==> config.mk <==
export PLATFORM = sky130hd
export DESIGN_NAME = lru_set_ctrl
export DESIGN_NICKNAME = d
export VERILOG_FILES = /design/src/rtl/lru_set_ctrl_pkg.sv /design/src/rtl/lru_single.sv /design/src/rtl/lru_set_ctrl.sv
export SDC_FILE = /design/constraint.sdc
export NUM_CORES = 1
export LEC_CHECK = 0
export ABC_AREA = 1
export ABC_CLOCK_PERIOD_IN_PS = 5900
export BUFFER_PORTS_ARGS = -buffer_cell sky130_fd_sc_hd__buf_2
export CORE_MARGIN = 2
export CORE_UTILIZATION = 53
export CTS_CLUSTER_SIZE = 20
export DETAILED_ROUTE_END_ITERATION = 10
export GPL_ROUTABILITY_DRIVEN = 0
export PLACE_DENSITY_LB_ADDON = 0.2
export RECOVER_POWER = 25
export SYNTH_ARGS = -nofsm -noshare
export SYNTH_HDL_FRONTEND = slang
export SYNTH_SLANG_ARGS = --single-unit
==> constraint.sdc <==
create_clock -name clk -period 5.9 [get_ports clk]
set_clock_uncertainty 0.15 [all_clocks]
set_input_delay 0 -clock clk [delete_from_list [all_inputs] [get_ports clk]]
set_output_delay 0 -clock clk [all_outputs]
set_load 0.02 [all_outputs]
==> src/rtl/lru_set_ctrl_pkg.sv <==
// Shared types and defaults for the per-set LRU rank controller.
package lru_set_ctrl_pkg;

  localparam int LRU_WIDTH    = 3;
  localparam int LRU_SET_BITS = 5;
  localparam int LRU_COUNT    = 1 << LRU_WIDTH;

  typedef enum logic {
    ST_INIT = 1'b0,
    ST_IDLE = 1'b1
  } state_e;

  // One set's ranks at default geometry; element w is the rank of way w.
  typedef logic [LRU_COUNT-1:0][LRU_WIDTH-1:0] rank_entry_t;

endpackage

==> src/rtl/lru_single.sv <==
// Next-rank logic for one way: init value, promote to MRU, age by one, or hold.
module lru_single #(
  parameter int WIDTH   = 3,
  parameter int INITVAL = 0
) (
  input  logic [WIDTH-1:0] rank_i,
  input  logic [WIDTH-1:0] h_i,
  input  logic             touch_i,
  input  logic             init_i,
  output logic [WIDTH-1:0] rank_o
);

  always_comb begin
    rank_o = rank_i;
    if (init_i) begin
      rank_o = WIDTH'(INITVAL);
    end else if (touch_i) begin
      rank_o = '0;
    end else if (rank_i < h_i) begin
      rank_o = rank_i + 1'b1;
    end
  end

endmodule

==> src/rtl/lru_set_ctrl.sv <==
// LRU rank store for NSETS sets of COUNT ways: init walk, one-cycle hit/miss update,
// permutation error detection with self-repair.
module lru_set_ctrl
  import lru_set_ctrl_pkg::*;
#(
  parameter int WIDTH    = LRU_WIDTH,
  parameter int SET_BITS = LRU_SET_BITS
) (
  input  logic                clk,
  input  logic                rst,
  input  logic                reinit,
  input  logic                req_en,
  input  logic [SET_BITS-1:0] req_set,
  input  logic                req_hit,
  input  logic [WIDTH-1:0]    req_way,
  output logic                busy,
  output logic                rsp_en,
  output logic [SET_BITS-1:0] rsp_set,
  output logic [WIDTH-1:0]    rsp_way,
  output logic                lru_err
);

  localparam int COUNT = 1 << WIDTH;
  localparam int NSETS = 1 << SET_BITS;
  localparam logic [WIDTH-1:0]    RANK_LRU = WIDTH'(COUNT - 1);
  localparam logic [SET_BITS-1:0] SET_LAST = SET_BITS'(NSETS - 1);

  typedef logic [COUNT-1:0][WIDTH-1:0] entry_t;

  state_e              state_q, state_d;
  logic [SET_BITS-1:0] walk_q, walk_d;
  logic                s1_vld_q, s1_vld_d;
  logic [SET_BITS-1:0] s1_set_q, s1_set_d;
  logic                s1_hit_q, s1_hit_d;
  logic [WIDTH-1:0]    s1_way_q, s1_way_d;

  entry_t              mem_q [NSETS];
  entry_t              cur;
  entry_t              upd;
  logic [WIDTH-1:0]    h;
  logic [WIDTH-1:0]    victim;
  logic [WIDTH-1:0]    touched;
  logic                found;
  logic                dup;
  logic                err;
  logic                in_init;
  logic                wr_en;
  logic [SET_BITS-1:0] wr_idx;

  always_comb begin
    state_d  = state_q;
    walk_d   = walk_q;
    s1_vld_d = 1'b0;
    s1_set_d = s1_set_q;
    s1_hit_d = s1_hit_q;
    s1_way_d = s1_way_q;
    if (reinit) begin
      state_d = ST_INIT;
      walk_d  = '0;
    end else if (state_q == ST_INIT) begin
      walk_d = walk_q + 1'b1;
      if (walk_q == SET_LAST) begin
        state_d = ST_IDLE;
      end
    end else if (req_en) begin
      s1_vld_d = 1'b1;
      s1_set_d = req_set;
      s1_hit_d = req_hit;
      s1_way_d = req_way;
    end
  end

  always_ff @(posedge clk or posedge rst) begin
    if (rst) begin
      state_q  <= ST_INIT;
      walk_q   <= '0;
      s1_vld_q <= 1'b0;
      s1_set_q <= '0;
      s1_hit_q <= 1'b0;
      s1_way_q <= '0;
    end else begin
      state_q  <= state_d;
      walk_q   <= walk_d;
      s1_vld_q <= s1_vld_d;
      s1_set_q <= s1_set_d;
      s1_hit_q <= s1_hit_d;
      s1_way_q <= s1_way_d;
    end
  end

  // Descending scan so the lowest-numbered LRU way wins; no LRU way leaves victim at 0.
  always_comb begin
    cur    = mem_q[s1_set_q];
    found  = 1'b0;
    victim = '0;
    dup    = 1'b0;
    for (int w = COUNT - 1; w >= 0; w--) begin
      if (cur[w] == RANK_LRU) begin
        found  = 1'b1;
        victim = WIDTH'(w);
      end
    end
    for (int i = 0; i < COUNT; i++) begin
      for (int j = i + 1; j < COUNT; j++) begin
        if (cur[i] == cur[j]) dup = 1'b1;
      end
    end
    if (s1_hit_q) begin
      h       = cur[s1_way_q];
      touched = s1_way_q;
      err     = dup;
    end else begin
      h       = RANK_LRU;
      touched = victim;
      err     = !found;
    end
  end

  assign in_init = (state_q == ST_INIT);

  // The init walk reuses the updaters with init forced, so one write path serves both.
  for (genvar w = 0; w < COUNT; w++) begin : g_way
    lru_single #(
      .WIDTH  (WIDTH),
      .INITVAL(w)
    ) u_rank (
      .rank_i (cur[w]),
      .h_i    (h),
      .touch_i(touched == WIDTH'(w)),
      .init_i (err || in_init),
      .rank_o (upd[w])
    );
  end

  assign busy    = in_init;
  assign rsp_en  = s1_vld_q && !reinit;
  assign rsp_set = s1_set_q;
  assign rsp_way = s1_vld_q ? touched : '0;
  assign lru_err = rsp_en && err;
  assign wr_en   = in_init || rsp_en;
  assign wr_idx  = in_init ? walk_q : s1_set_q;

  always_ff @(posedge clk) begin
    if (wr_en) begin
      mem_q[wr_idx] <= upd;
    end
  end

endmodule
==> metrics <==
cts repair resizes=0; initial core utilization=0.534; # IOs=24; Critical-path top delay cell=nor2_2; Post-Route Setup TNS=0 ns; port bufs=23; Die Width=261 µm; clk slew on worst S/H paths=0.06 ns; Ys Warns=0; most common cell after layout, fill and taps aside=nand2_1; crit path DAT=5.53 ns; Via density=5.99; initial antenna violation count=2; Post-synth EDFFs=768; Antenna Nets Post-Route=0; top post-synthesis cells by area=edfxtp_1 66%, nand2_1 15%, nand3_1 9.9%; Final min period=5.41 ns; routed wire length=106000 µm; antenna fix cells=0; Final setup viols=0; Slew headroom=-0.682; area grow syn2layout=12.3%; dominant synthesized flop cell=edfxtp_1; gr ovfl total=0; Period Utilization, post-route=0.916; post-synth cell types=33; status=complete, but fails checks; Peak VDD IR=0.185 mV; Worst EP required=6.02 ns; CTS tree=yes; Power Density=348 nW/µm²; root buf cell=clkbuf_16; Core Area=65600 µm²; syn nets=3411; Crit Path Max Fanout=68; H-tree depth=3; Synth top area share=0.658; CP Cell Sequence=clkinv_8, buf_12, buf_12, nand2_1, nand3_1, nand3_1, nand2_1, nand2_1, nand3_1, nand2_2, o21ai_0, a21oi_1, a31oi_1, o21ai_0, buf_4, ha_1, a21oi_1, nand2_1, nand2_1, o211ai_1, nor2_2; RSZ-0062 raised after global routing=no; DP HPWL=62000 µm; share of layout cells above drive strength 1=0.0960; Max stage delay on crit path=0.92 ns; Tot GR Track Use=0.311; worst skew pair latency=0.66 ns; CP startpoint kind=flip-flop; first-pass GRT wire length=156000 µm; initial DRC count=3387; most frequent CP cell=nand2_1; Max-cap violations=12; top cell type by total area after synthesis=edfxtp_1; Worst setup EP type=flip-flop; Initial DRT Pass Iterations=8; Fill cells=5256; sequential-to-total area share from yosys stat=0.669; fin. max-slew vios=268; per-cell routed wire length=24.0 µm; failing checks=max-capacitance violations, max-slew violations; flop2flop setup slack=0.49 ns; Via Count=26400; Async SR Flop Fraction=0.0204; synthesized instance count=3364; Post-Syn Area=35100 µm²; Syn Area/Cell=10.4 µm²; Rows=94; Clock Sinks=784; WS Path Type=flip-flop to flip-flop; Die Ht=261 µm; clock tree buffer depth=3; Seq cells post-synth=784; Peak Freq=0.185 GHz; largest net degree at the start of global routing=151; number of global-route vias before repair=24900; worst hold path type=input pin to flip-flop; Final nets=3525; setup ws final=0.494 ns; die area=68300 µm²; dpl ws=0.527 ns; cts bufs inserted=78; Pleak=14.9 nW; hold violation count in the final report=0; drt drc=0; Worst Tran Pin Value=2.52 ns; most frequent cells in the layout=1404 x nand2_1, 768 x edfxtp_1, 694 x nand3_1
-- path summary, 6_finish.rpt --
path                                        start                 endpoint  cells after the start
min                                        reinit    walk_q[4]$_DFFE_PP0P_                      5
min in group asynchronous                     rst    walk_q[2]$_DFFE_PP0P_                      4
min reg2reg                 walk_q[3]$_DFFE_PP0P_    walk_q[3]$_DFFE_PP0P_                      2
max reg2reg                rsp_set[0]$_DFFE_PP0P_  mem_q[19][11]$_DFFE_PP_                     21
max                        rsp_set[0]$_DFFE_PP0P_  mem_q[19][11]$_DFFE_PP_                     21
max in group asynchronous                     rst   rsp_set[1]$_DFFE_PP0P_                      4
-- cell usage after synthesis, types with 3 or more instances --
cell type  instances
nor2_2            10
buf_4             18
xnor2_1            8
buf_1              9
inv_1             45
buf_2             98
o21ai_0           26
buf_6             27
nand2_1         1404
inv_2              5
nor2_1            71
dfrtp_1           16
o211ai_1           6
o21ai_2            3
a21oi_1           21
clkbuf_1          27
edfxtp_1         768
nand2_2           38
nand3b_1          10
nand4_1           12
nand3_1          694
ha_1              34
nor3_1             3
-- worst max-delay path: cells and delay by family (launching register included) --
kind / cells / cell delay, ns
buffers and inverters: 4 / 1.03
AO/OA/AOI/OAI: 6 / 1.14
flip-flops: 1 / 0.53
AND/OR/NAND/NOR: 10 / 1.87
adder cells (fa/ha/maj): 1 / 0.24
-- kinds of logic after synthesis --
logic type      share of synthesized area
compound gates                    0.00952
fa+ha+maj                          0.0121
flops                               0.669
simple gates                        0.271
xor+xnor                          0.00225
buf+inv                            0.0361
-- final cells by class --
type	count	area, µm²	share of cell area
well taps	864	1080	0.0275
clock inverters	49	372	0.00944
flip-flops and latches	784	23500	0.596
clock buffers	93	2010	0.0510
multi-input cells	2349	10400	0.264
inverters	52	215	0.00546
repair buffers	213	1840	0.0467
-- state kept, by name (all words and copies together), names as in the netlist --
name,count
mem_q,768
rsp_set,5
walk_q,5
s1_way_q,3
s1_hit_q,1
s1_vld_q,1
state_q,1
-- metal layers --
| metal | vias up | part of all wire | track usage |
|---|---|---|---|
| met4 | 0 | 0.049 | 0.144 |
| met1 | 12600 | 0.38 | 0.415 |
| met2 | 1645 | 0.45 | 0.484 |
| li1 | 11800 | - | - |
| met3 | 313 | 0.12 | 0.0775 |
| met5 | - | 0 | 0 |
-- stage by stage --
| step | hold WS [ns] | power, mW | utilization | instances | area [µm²] |
|---|---|---|---|---|---|
| 3_5_place_dp | 0.0200 | 8.99 | 0.559 | 4221 | 36700 |
| 6_report | 0.117 | 13.7 | 0.600 | 4404 | 39400 |
| 4_1_cts | 0.0817 | 13.7 | 0.602 | 4404 | 39500 |
| 3_3_place_gp | 0.00788 | 8.95 | 0.559 | 4221 | 36700 |
| 5_1_grt | 0.152 | 14.2 | 0.600 | 4404 | 39400 |
| 2_1_floorplan | -0.236 | 8.08 | - | 3364 | 35100 |
-- power by group --
part	switching [mW]	internal, mW	total, mW	leakage (nW)
Clock	2.13	2.58	4.71	1.16
Combinational	2.02	0.885	2.90	7.26
Sequential	0.0354	6.08	6.11	6.44
Total	4.18	9.54	13.7	14.9
-- what timing repair did --
action                    4_1_cts  5_1_grt
hold buffers                   41        0
hold endpoints to repair       32        0
buffers inserted                0        0
No activity file was read; power rests on OpenSTA's default activity.
